===== src/rtl/row_readout_pkg.sv =====
// Shared definitions for the row readout arbiter.
//   - FSM state encoding for the grant/decode/output sequencer
//   - Code and row widths
//   - Bit positions in the corrected code word that carry the Gray row bits
//   - Gray-to-binary helper used by the decoder
package row_readout_pkg;

  localparam int unsigned ROW_CODE_W = 12;
  localparam int unsigned ROW_W      = 8;

  typedef enum logic [1:0] {
    StIdle,
    StGrant,
    StDecode,
    StOut
  } row_state_e;

  // GRAY_POS[i] is the code-word bit that holds Gray bit g[i].
  localparam logic [ROW_W-1:0][3:0] GRAY_POS = {
    4'd6,   // g7
    4'd10,  // g6
    4'd9,   // g5
    4'd8,   // g4
    4'd11,  // g3
    4'd5,   // g2
    4'd4,   // g1
    4'd2    // g0
  };

  function automatic logic [ROW_W-1:0] gray_to_bin(input logic [ROW_W-1:0] g);
    logic [ROW_W-1:0] b;
    b[ROW_W-1] = g[ROW_W-1];
    for (int i = ROW_W - 2; i >= 0; i--) begin
      b[i] = b[i+1] ^ g[i];
    end
    return b;
  endfunction

endpackage


===== src/rtl/row_code_fix.sv =====
// Combinational row-word decoder.
// Build option: ROW_HAMMING_EN selects Hamming correction + Gray decode;
// without it the low 8 bits of the word pass straight through and the
// error flags are held at 0.
// Ports:
//   code  in  12-bit encoded row word
//   row   out 8-bit binary row
//   corr  out single-bit error was corrected
//   unc   out uncorrectable syndrome (13..15)
module row_code_fix
  import row_readout_pkg::*;
(
  input  logic [ROW_CODE_W-1:0] code,
  output logic [ROW_W-1:0]      row,
  output logic                  corr,
  output logic                  unc
);

`ifdef ROW_HAMMING_EN
  logic [3:0]            syn;
  logic [ROW_CODE_W-1:0] fixed;
  logic [ROW_W-1:0]      gray;

  always_comb begin
    syn[0] = code[0] ^ code[2] ^ code[4] ^ code[6] ^ code[8] ^ code[10];
    syn[1] = code[1] ^ code[2] ^ code[5] ^ code[6] ^ code[9] ^ code[10];
    syn[2] = code[3] ^ code[4] ^ code[5] ^ code[6] ^ code[11];
    syn[3] = code[7] ^ code[8] ^ code[9] ^ code[10] ^ code[11];

    fixed = code;
    corr  = 1'b0;
    unc   = 1'b0;
    if (syn >= 4'd13) begin
      // Syndromes past the last code bit cannot be located; leave the word alone.
      unc = 1'b1;
    end else if (syn != 4'd0) begin
      corr = 1'b1;
      for (int unsigned i = 0; i < ROW_CODE_W; i++) begin
        if (syn == 4'(i + 1)) fixed[i] = ~code[i];
      end
    end

    for (int unsigned i = 0; i < ROW_W; i++) begin
      gray[i] = fixed[GRAY_POS[i]];
    end
    row = gray_to_bin(gray);
  end
`else
  logic unused_code_hi;
  assign unused_code_hi = ^code[ROW_CODE_W-1:ROW_W];

  assign row  = code[ROW_W-1:0];
  assign corr = 1'b0;
  assign unc  = 1'b0;
`endif

endmodule


===== src/rtl/row_readout_arb.sv =====
// Round-robin arbiter sharing one row decoder between N requesters.
// Sequence per word: IDLE (pick) -> GRANT (gnt pulse, capture) -> DECODE
// -> OUT (hold until out_valid & out_ready). All outputs are registered.
// Build option: ROW_HAMMING_EN (inside row_code_fix) enables correction.
// Ports:
//   clk, reset          clock, synchronous active-high reset
//   req[N], code[N*12]  per-requester request and encoded word
//   gnt[N]              one-hot one-cycle grant; word captured that cycle
//   row_out, src_out    decoded row and index of its requester
//   out_valid/out_ready output handshake
//   err_corr, err_unc   error flags for the presented word
//   err_clr, err_cnt    clear and saturating count of accepted error words
module row_readout_arb
  import row_readout_pkg::*;
#(
  parameter int unsigned N     = 4,
  parameter int unsigned CNT_W = 16
) (
  input  logic                    clk,
  input  logic                    reset,
  input  logic [N-1:0]            req,
  input  logic [N*ROW_CODE_W-1:0] code,
  output logic [N-1:0]            gnt,
  output logic [ROW_W-1:0]        row_out,
  output logic [$clog2(N)-1:0]    src_out,
  output logic                    out_valid,
  input  logic                    out_ready,
  output logic                    err_corr,
  output logic                    err_unc,
  input  logic                    err_clr,
  output logic [CNT_W-1:0]        err_cnt
);

  localparam int unsigned SRC_W = $clog2(N);
  localparam logic [SRC_W-1:0] LAST_IDX = SRC_W'(N - 1);

  row_state_e            state;
  logic [SRC_W-1:0]      rr_ptr;
  logic [SRC_W-1:0]      win;
  logic [ROW_CODE_W-1:0] code_q;

  logic [SRC_W-1:0]      pick;
  logic                  pick_vld;
  logic [ROW_W-1:0]      fix_row;
  logic                  fix_corr;
  logic                  fix_unc;
  logic                  handshake;

  // First active request at or after rr_ptr, wrapping around.
  always_comb begin
    pick     = '0;
    pick_vld = 1'b0;
    for (int unsigned k = 0; k < N; k++) begin
      if (!pick_vld && req[(32'(rr_ptr) + k) % N]) begin
        pick_vld = 1'b1;
        pick     = SRC_W'((32'(rr_ptr) + k) % N);
      end
    end
  end

  row_code_fix u_fix (
    .code (code_q),
    .row  (fix_row),
    .corr (fix_corr),
    .unc  (fix_unc)
  );

  assign handshake = (state == StOut) && out_valid && out_ready;

  always_ff @(posedge clk) begin
    if (reset) begin
      state     <= StIdle;
      rr_ptr    <= '0;
      win       <= '0;
      code_q    <= '0;
      gnt       <= '0;
      row_out   <= '0;
      src_out   <= '0;
      out_valid <= 1'b0;
      err_corr  <= 1'b0;
      err_unc   <= 1'b0;
      err_cnt   <= '0;
    end else begin
      unique case (state)
        StIdle: begin
          if (pick_vld) begin
            win       <= pick;
            gnt       <= '0;
            gnt[pick] <= 1'b1;
            state     <= StGrant;
          end
        end
        StGrant: begin
          gnt    <= '0;
          code_q <= code[ROW_CODE_W*win +: ROW_CODE_W];
          state  <= StDecode;
        end
        StDecode: begin
          row_out   <= fix_row;
          src_out   <= win;
          err_corr  <= fix_corr;
          err_unc   <= fix_unc;
          out_valid <= 1'b1;
          state     <= StOut;
        end
        StOut: begin
          if (handshake) begin
            out_valid <= 1'b0;
            rr_ptr    <= (win == LAST_IDX) ? '0 : win + 1'b1;
            state     <= StIdle;
          end
        end
        default: state <= StIdle;
      endcase

      // Clear wins over a same-cycle increment.
      if (err_clr) begin
        err_cnt <= '0;
      end else if (handshake && (err_corr || err_unc) && (err_cnt != '1)) begin
        err_cnt <= err_cnt + 1'b1;
      end
    end
  end

endmodule

===== config.mk =====
export PLATFORM = sky130hd
export DESIGN_NAME = row_readout_arb
export DESIGN_NICKNAME = d
export VERILOG_FILES = /design/src/rtl/row_readout_pkg.sv /design/src/rtl/row_code_fix.sv /design/src/rtl/row_readout_arb.sv
export SDC_FILE = /design/constraint.sdc
export NUM_CORES = 1
export LEC_CHECK = 0
export ABC_AREA = 1
export CORE_ASPECT_RATIO = 0.7
export CORE_MARGIN = 2
export CORE_UTILIZATION = 45
export CTS_BUF_LIST = sky130_fd_sc_hd__clkbuf_2
export CTS_CLUSTER_DIAMETER = 150
export CTS_CLUSTER_SIZE = 25
export DETAILED_ROUTE_END_ITERATION = 6
export PLACE_DENSITY = 0.84
export SLEW_MARGIN = 25
export SYNTH_ARGS = -nofsm -noshare
export SYNTH_HDL_FRONTEND = slang
export SYNTH_HIERARCHICAL = 1
export SYNTH_SLANG_ARGS = --single-unit

===== constraint.sdc =====
create_clock -name clk -period 3 [get_ports clk]
set_clock_uncertainty 0.2 [all_clocks]
set_input_delay 0.3 -clock clk [delete_from_list [all_inputs] [get_ports clk]]
set_output_delay 0.3 -clock clk [all_outputs]
set_load 0.02 [all_outputs]

==> summary.md, run 1 <==
| Metric | Value |
|---|---|
| Initial core utilization | 47.18% |
| Die Span Y | 69.15 um |
| Status | finished clean |
| Maxcap violations | 0 |
| Reg2reg start | state[0] |
| Fraction of layout cells with a size suffix above 1 | 9.071% |
| I/O Buffers | 72 |
| Syn avg cell area | 6.909 um^2 |
| Buffers plus inverters on the worst setup path | 0 |
| Period Utilization, post-route | 75.82% |
| Hold depth | 2 |
| Drt pass-1 iters | 5 |
| Die area | 6713 um^2 |
| Initial antenna violation count | 0 |
| CTS tree | yes |
| Antenna cells | 0 |
| Setup TNS | 0 ns |
| Final Hold Fails | 0 |
| Worst Hold End | row_out[1] |
| Final Non-Filler Cells | 527 |
| Clock Latency Late Sink | 0.43 ns |
| Detailed Route WL | 6487 um |
| Core Util, Final | 60.65% |
| DIE WIDTH | 97.08 um |
| Reg clk slew, reported paths | 0.25 ns |
| Synth Cell Area | 2729 um^2 |
| Vias in the first global route | 2507 |
| Vias | 2674 |
| Max-slew headroom | 55.15% |
| Crit Path Class | register to register |
| Avg Vias per Cell | 5.074 |
| Worst Hold Class | register to register |
| Post-CTS Resized | 0 |
| Root Driver | clkbuf_2 |
| Post-CTS Setup Bufs | 0 |
| Worst EP arrival | 2.45 ns |
| CP max stage delay | 0.42 ns |
| Final setup viols | 0 |
| Hold buffers post-CTS | 0 |
| # IOs | 89 |
| Setup crit end kind | register |
| Rows | 23 |
| Gate Count Post-Synth | 395 |
| VDD IR-drop max | 0.0003555 V |
| Pwr per Cell Area | 633.9 nW/um^2 |
| GPL Wtd Cong | 0.9232 |
| CTS max path bufs | 2 |
| Crit Reg-Reg Endpoint | err_cnt[14] |
| First-pass GRT wire length | 11100 um |
| Least-Margin Pin Slew | 0.6721 ns |
| Path depth of the worst reg2reg path | 10 |
| Slowest CP cell | dfxtp_1 |
| Static leakage | 1.413 nW |
| Slew Viols, Final | 0 |
| Clk sink count | 47 |
| Post-route total power | 2.224 mW |
| H-Tree Depth | 2 |
| Most frequent cells in the layout | 72 x clkdlybuf4s50_1, 56 x nor2_1, 56 x nand2_1 |
| Placed Cells | 519 |
| Initial DRC count | 162 |
| Detailed placement HPWL | 4955 um |
| Remaining antenna violation count | 0 |
| WL/cell | 12.31 um |
| Reg2reg setup slack | 0.73 ns |
| GRT Util Overall | 19.60% |
| Core Footprint | 5784 um^2 |
| Crit-path max FO | 13 |
| Global route total overflow | 0 |
| Ys Warns | 6 |
| Most common library cell in the layout ignoring fill and taps | clkdlybuf4s50_1 |
| HP Start | code_q[1] |
| Tmin final | 2.275 ns |
| Top delay family on crit path | simple AND/OR/NAND/NOR gates |
| Crit path launch type | register |
| Fin nets | 514 |
| CTS Buf Count | 5 |
| CP Depth | 10 |
| CP Data Required Time | 3.18 ns |
| Worst-path cell chain | ha_1 -> nand3_1 -> nor2_1 -> nand2_1 -> nor2_1 -> nand2_1 -> nor2_1 -> nand2_1 -> nand2_1 -> nor2_1 |
| Area delta synth->final | 28.56% |
| Largest net degree at the start of global routing | 27 |
| RSZ-0062 raised after global routing | no |
| Drt drc | 0 |
| Achievable frequency | 439.6 MHz |
where the power goes:
group / switching (mW) / internal, mW
registers: 0.112 / 0.763
clock network: 0.213 / 0.223
logic: 0.530 / 0.383
per-stage QoR:
stage | cell area, um^2 | worst slack, ns | hold WS (ns)
6_report | 3508 | 0.7253 | 0.2960
5_1_grt | 3508 | 0.4556 | 0.3025
4_1_cts | 3508 | 0.7625 | 0.2959
3_5_place_dp | 3416 | 0.5530 | 0.2820
3_3_place_gp | 3416 | 0.5759 | 0.2640
2_1_floorplan | 2733 | 1.192 | 0.1691
state kept, by name, summed over array words and instances (netlist names):
name       count
out_valid      1
win            2
gnt            4
err_unc        1
state          2
err_cnt       16
src_out        2
rr_ptr         2
row_out        8
err_corr       1
code_q         8
area by class of cell:
| type | instances | area, um^2 |
|---|---|---|
| multi-input combinational | 273 | 1458 |
| inverter | 50 | 187.7 |
| clock inverter | 3 | 67.56 |
| fill | 504 | 2276 |
| timing repair buffer | 74 | 735.7 |
| clock buffer | 5 | 25.02 |
| tap | 75 | 93.84 |
| sequential | 47 | 940.9 |
how the worst max path moves through the flow:
stage | endpoint | from | slack (ns)
after floorplan | err_cnt[3] | err_cnt[0] | 1.19
after global routing | err_cnt[15] | state[0] | 0.46
after global placement | err_cnt[15] | out_ready | 0.58
after CTS | err_cnt[14] | state[0] | 0.76
after detailed placement | err_cnt[14] | out_ready | 0.55
final | err_cnt[14] | state[0] | 0.73
worst min-delay path: stages, from the launching register on:
cell	delay, ns
dfxtp_1	0.37
nor2_1	0.10
nor2_1	0.05
metal layers:
| layer | vias to the layer above | part of all wire, % | GRT usage [%] |
|---|---|---|---|
| li1 | 1381 | - | - |
| met1 | 1202 | 48 | 27.24 |
| met2 | 84 | 43 | 30.40 |
| met3 | 7 | 7.9 | 5.375 |
| met4 | 0 | 0.79 | 4.538 |
| met5 | - | 0 | 0 |
Note: power is estimated with default switching activity, not from simulation.
==> run 2: changes to the inputs <==
==> constraint.sdc (replaced) <==
create_clock -name clk -period 2.3 [get_ports clk]
set_clock_uncertainty 0.2 [all_clocks]
set_input_delay 0.23 -clock clk [delete_from_list [all_inputs] [get_ports clk]]
set_output_delay 0.23 -clock clk [all_outputs]
set_load 0.02 [all_outputs]
==> summary.md, run 2 (synthesis gave the netlist of run 1 again) <==
| Metric | Value |
|---|---|
| Most common library cell in the layout ignoring fill and taps | clkdlybuf4s50_1 |
| Reg2reg setup slack | 0.24 ns (-0.49 ns) |
| Switching share of power | 38.04% (-0.39 points) |
| Avg Vias per Cell | 5.021 (-1.1%) |
| CP Depth | 9 (-1) |
| Least-Margin Pin Slew | 0.5640 ns (-0.1081 ns) |
| Root Driver | clkbuf_2 |
| Worst-path cell chain | ha_1 -> inv_1 -> nor4_1 -> inv_1 -> nor2_1 -> inv_1 -> nor2_2 -> nand3_1 -> a21oi_1 |
| Largest net degree at the start of global routing | 27 (unchanged) |
| Antenna cells | 0 (unchanged) |
| Drt pass-1 iters | 4 (-1) |
| Reg clk slew, reported paths | 0.25 ns (about the same) |
| Reg2reg start | err_cnt[0] |
| CP Data Required Time | 2.48 ns (-0.70 ns) |
| RSZ-0062 raised after global routing | no |
| Status | finished clean |
| Die area | 6713 um^2 (unchanged) |
| GRT Util Overall | 20.16% (+0.56 points) |
| Detailed Route WL | 6470 um (-0.26%) |
| Rows | 23 (unchanged) |
| Worst Hold Class | register to register |
| Hold depth | 2 (unchanged) |
| Buffers plus inverters on the worst setup path | 3 (+3) |
| Hold buffers post-CTS | 0 (unchanged) |
| Setup crit end kind | register |
| Clock share of power | 19.7% (about the same) |
| First-pass GRT wire length | 11290 um (+1.7%) |
| I/O Buffers | 72 (unchanged) |
| Internal power | 1.804 mW (+32%) |
| Crit path launch type | register |
| H-Tree Depth | 2 (unchanged) |
| Post-CTS Setup Bufs | 0 (unchanged) |
| Final Hold Fails | 0 (unchanged) |
| Worst EP arrival | 2.25 ns (-0.20 ns) |
| VDD IR-drop max | 0.0004563 V (+28%) |
| Fraction of layout cells with a size suffix above 1 | 10.46% (+1.4 points) |
| Slew Viols, Final | 0 (unchanged) |
| WL/cell | 12.12 um (-1.6%) |
| Fin nets | 521 (+1.4%) |
| Vias in the first global route | 2533 (+1.0%) |
| CTS max path bufs | 2 (unchanged) |
| Net Sw Power | 1.108 mW (+30%) |
| Crit. Startpoint | err_cnt[0] |
| Detailed placement HPWL | 5033 um (+1.6%) |
| Combinational power share | 41.1% (about the same) |
| Final setup viols | 0 (unchanged) |
| CP max stage delay | 0.44 ns (+0.02 ns) |
| Tmin final | 2.063 ns (-0.2117 ns) |
| Remaining antenna violation count | 0 (unchanged) |
| Clock Latency Late Sink | 0.45 ns (+0.02 ns) |
| Most frequent cells in the layout | 72 x clkdlybuf4s50_1, 56 x nor2_1, 56 x nand2_1 |
| Flop pwr share | 39.2% (about the same) |
| Largest registers | err_cnt: 16 flops, code_q: 8 flops, row_out: 8 flops |
| Crit-path max FO | 4 (-9) |
| Core Footprint | 5784 um^2 (unchanged) |
| Hold slack | 0.3021 ns (+0.006136 ns) |
| Initial DRC count | 155 (-4.3%) |
| Global route total overflow | 0 (unchanged) |
| Initial core utilization | 47.18% (unchanged) |
| Max-slew headroom | 62.35% (+7.2 points) |
| Slowest CP cell | dfxtp_1 |
| Setup TNS | 0 ns (unchanged) |
| CTS tree | yes |
| Core Util, Final | 61.56% (+0.91 points) |
| Period Utilization, post-route | 89.69% (+14 points) |
| Path depth of the worst reg2reg path | 9 (-1) |
| Post-CTS Resized | 0 (unchanged) |
| Vias | 2681 (+0.26%) |
| Maxcap violations | 0 (unchanged) |
| GPL Wtd Cong | 0.9201 (-0.34%) |
| Drt drc | 0 (unchanged) |
| Area delta synth->final | 30.49% |
| DIE WIDTH | 97.08 um (unchanged) |
| Crit Path Class | register to register |
| Top delay family on crit path | simple AND/OR/NAND/NOR gates |
| Initial antenna violation count | 0 (unchanged) |
| Worst Setup EP | err_cnt[10] |
| Critical Path Most Common Cell | inv_1 |
| # IOs | 89 (unchanged) |
| Static leakage | 1.448 nW (+2.4%) |
| Crit Reg-Reg Endpoint | err_cnt[10] |
| Pwr per Cell Area | 817.7 nW/um^2 (+29%) |
| Die Span Y | 69.15 um (unchanged) |
| Achievable frequency | 484.7 MHz (+10%) |
| Clk sink count | 47 (unchanged) |
| Most flop-heavy register | err_cnt |
| Max FFs per register | 16 (unchanged) |
| CTS Buf Count | 5 (unchanged) |
[run 2: cell count changes in the layout (fill, tap and decap cells not counted)]
cell,delta
buf_4,+7
[run 2: cell type report]
class	count	area [um^2]
fillers	503	2223
well taps	75	93.84
inverters	50	187.7
clock buffers	5	25.02
repair buffers	81	788.3
flip-flops and latches	47	940.9
clock inverters	3	67.56
multi-input cells	273	1458
[run 2: through the flow]
step	cells	instance area, um^2	setup slack (ns)	power, mW
global route	534	3561	0.08611	3.137
detailed placement	526	3468	0.2712	2.354
floorplan	396	2733	0.4923	2.007
CTS	534	3561	0.2494	2.936
global placement	526	3468	0.3519	2.323
finish	534	3561	0.2370	2.912
[run 2: metal layers]
metal / global-route usage (%) / routed length [um] / vias up
li1: - / - / 1401
met1: 27.51 / 3031 / 1167
met2: 30.79 / 2723 / 103
met3: 5.882 / 629 / 10
met4: 6.416 / 86 / 0
met5: 0 / 0 / -
[run 2: worst min path at each step]
stage               from    endpoint  slack [ns]
4_1_cts            reset      gnt[2]        0.28
2_1_floorplan      reset      gnt[0]         0.1
6_report          gnt[2]      gnt[2]        0.30
3_3_place_gp   out_valid   out_valid        0.26
3_5_place_dp   code_q[4]  row_out[4]        0.28
5_1_grt            reset      gnt[0]        0.29
[run 2: power groups by stage]
stage,clock network (mW),registers (mW),logic (mW)
after floorplan,0,1.21,0.799
after global placement,0,1.16,1.17
after detailed placement,0,1.16,1.20
after CTS,0.588,1.14,1.20
after global routing,0.619,1.17,1.35
final,0.573,1.14,1.20
[run 2: worst reg2reg max path: stages, from the launching register on]
cell     delay, ns
dfxtp_1       0.44
ha_1          0.22
inv_1         0.07
nor4_1        0.29
inv_1         0.07
nor2_1        0.20
inv_1         0.12
nor2_2        0.14
nand3_1       0.09
a21oi_1       0.15
==> run 3: changes to the inputs <==
--- a/config.mk
+++ b/config.mk
@@ -6,7 +6,8 @@
 export NUM_CORES = 1
 export LEC_CHECK = 0
 export ABC_AREA = 1
-export CORE_ASPECT_RATIO = 0.7
+export CAP_MARGIN = 10
+export CORE_ASPECT_RATIO = 0.8
 export CORE_MARGIN = 2
 export CORE_UTILIZATION = 45
 export CTS_BUF_LIST = sky130_fd_sc_hd__clkbuf_2
==> summary.md, run 3 (synthesis gave the netlist of run 1 again) <==
| Metric | Value |
|---|---|
| Root Driver | clkbuf_2 |
| Vias | 2709 (+1.0%) |
| Worst Hold Class | input pin to register |
| Achievable frequency | 483.6 MHz (-0.23%) |
| Pwr per Cell Area | 775.7 nW/um^2 (-5.1%) |
| Internal power | 1.600 mW (-11%) |
| Hold buffers post-CTS | 0 (unchanged) |
| Initial DRC count | 153 (-1.3%) |
| Worst EP arrival | 1.64 ns (-0.61 ns) |
| Net Sw Power | 1.132 mW (+2.2%) |
| Status | finished clean |
| Combinational power share | 43.9% (+2.8 points) |
| CP max stage delay | 0.66 ns (+0.22 ns) |
| DIE WIDTH | 91.07 um (-6.2%) |
| Tmin final | 2.068 ns (+0.004828 ns) |
| Largest registers | err_cnt: 16 flops, code_q: 8 flops, row_out: 8 flops |
| Reg2reg setup slack | 0.25 ns (about the same) |
| # IOs | 89 (unchanged) |
| Vias in the first global route | 2465 (-2.7%) |
| Final setup viols | 0 (unchanged) |
| I/O Buffers | 72 (unchanged) |
| Drt pass-1 iters | 5 (+1) |
| Global route total overflow | 0 (unchanged) |
| Top delay family on crit path | buffers and inverters |
| Most common library cell in the layout ignoring fill and taps | clkdlybuf4s50_1 |
| Slew Viols, Final | 0 (unchanged) |
| Core Footprint | 5881 um^2 (+1.7%) |
| Hold slack | 0.2830 ns (-0.01912 ns) |
| Crit-path max FO | 7 (+3) |
| Max-slew headroom | 61.96% (-0.39 points) |
| CP Data Required Time | 1.87 ns (-0.61 ns) |
| Initial antenna violation count | 0 (unchanged) |
| Avg Vias per Cell | 5.026 (+0.11%) |
| RSZ-0062 raised after global routing | no |
| Period Utilization, post-route | 89.90% (+0.21 points) |
| Clock Latency Late Sink | 0.47 ns (+0.02 ns) |
| Most flop-heavy register | err_cnt |
| Clk sink count | 47 (unchanged) |
| Most frequent cells in the layout | 72 x clkdlybuf4s50_1, 56 x nor2_1, 56 x nand2_1 |
| Pre-CTS setup slack | 0.3093 ns (+0.03809 ns) |
| Post-CTS Resized | 0 (unchanged) |
| Setup TNS | 0 ns (unchanged) |
| Post-route total power | 2.731 mW (-6.2%) |
| Largest net degree at the start of global routing | 27 (unchanged) |
| H-Tree Depth | 2 (unchanged) |
| Post-CTS Setup Bufs | 0 (unchanged) |
| Clock share of power | 14.2% (-5.5 points) |
| Die area | 6707 um^2 (about the same) |
| Worst-path cell chain | clkdlybuf4s50_1 |
| Initial core utilization | 46.40% (-0.77 points) |
| Setup WS post-layout | 0.2322 ns (-0.004828 ns) |
| Area delta synth->final | 29.02% |
| Final Hold Fails | 0 (unchanged) |
| Drt drc | 0 (unchanged) |
| Detailed Route WL | 6380 um (-1.4%) |
| Fraction of layout cells with a size suffix above 1 | 10.26% (-0.20 points) |
| CTS Buf Count | 5 (unchanged) |
| Buffers plus inverters on the worst setup path | 1 (-2) |
| Switching share of power | 41.43% (+3.4 points) |
| Static leakage | 1.425 nW (-1.6%) |
| Crit Path Class | register to output port |
| Fin nets | 520 (-0.19%) |
| Max FFs per register | 16 (unchanged) |
| First-pass GRT wire length | 10740 um (-4.8%) |
| Crit path launch type | register |
| WL/cell | 11.84 um (-2.3%) |
| Die Span Y | 73.65 um (+6.5%) |
| Remaining antenna violation count | 0 (unchanged) |
| Least-Margin Pin Slew | 0.5698 ns (+0.005866 ns) |
| Detailed placement HPWL | 4972 um (-1.2%) |
| CTS tree | yes |
| Antenna cells | 0 (unchanged) |
| VDD IR-drop max | 0.0005285 V (+16%) |
| GRT Util Overall | 19.59% (-0.57 points) |
| Flop pwr share | 41.9% (+2.7 points) |
| GPL Wtd Cong | 0.8824 (-4.1%) |
| Maxcap violations | 0 (unchanged) |
| Fillcell total | 546 (+8.5%) |
| Setup crit end kind | output port |
| Reg clk slew, reported paths | 0.26 ns (about the same) |
| Rows | 25 (+8.7%) |
| CTS max path bufs | 2 (unchanged) |
| Slowest CP cell | clkdlybuf4s50_1 |
-- run 3: power groups by stage --
stage               Clock [mW]  Sequential, mW  Combinational (mW)
detailed placement           0            1.16                1.20
floorplan                    0            1.21               0.799
finish                   0.389            1.14                1.20
global route             0.432            1.17                1.34
CTS                      0.392            1.15                1.21
global placement             0            1.16                1.16
-- run 3: cell type report --
class,instances,area (um^2),area share [%]
multi-input cells,273,1458,41.40
flip-flops and latches,47,940.9,26.72
repair buffers,80,780.7,22.17
inverters,50,187.7,5.330
well taps,81,101.3,2.878
clock inverters,3,27.53,0.7818
clock buffers,5,25.02,0.7107
-- run 3: layer usage --
metal	GRT usage (%)	part of all wire [%]
met5	0	0
met4	4.882	0.92
met3	6.051	7.1
met2	32.10	45
met1	25.49	47
-- run 3: path summary, 6_finish.rpt --
kind / start / to / cells after the start
worst min register to register: code_q[1] / row_out[1] / 2
worst max-delay path: err_cnt[6] / err_cnt[6] / 1
worst min-delay path: reset / gnt[3] / 2
worst max register to register: err_cnt[0] / err_cnt[7] / 6
-- run 3: metrics by stage --
| step | instance area (um^2) | utilization [%] | cells |
|---|---|---|---|
| 3_5_place_dp | 3468 | 58.98 | 531 |
| 3_3_place_gp | 3468 | 58.98 | 531 |
| 6_report | 3521 | 59.87 | 539 |
| 5_1_grt | 3521 | 59.87 | 539 |
| 2_1_floorplan | 2733 | - | 396 |
| 4_1_cts | 3521 | 59.87 | 539 |
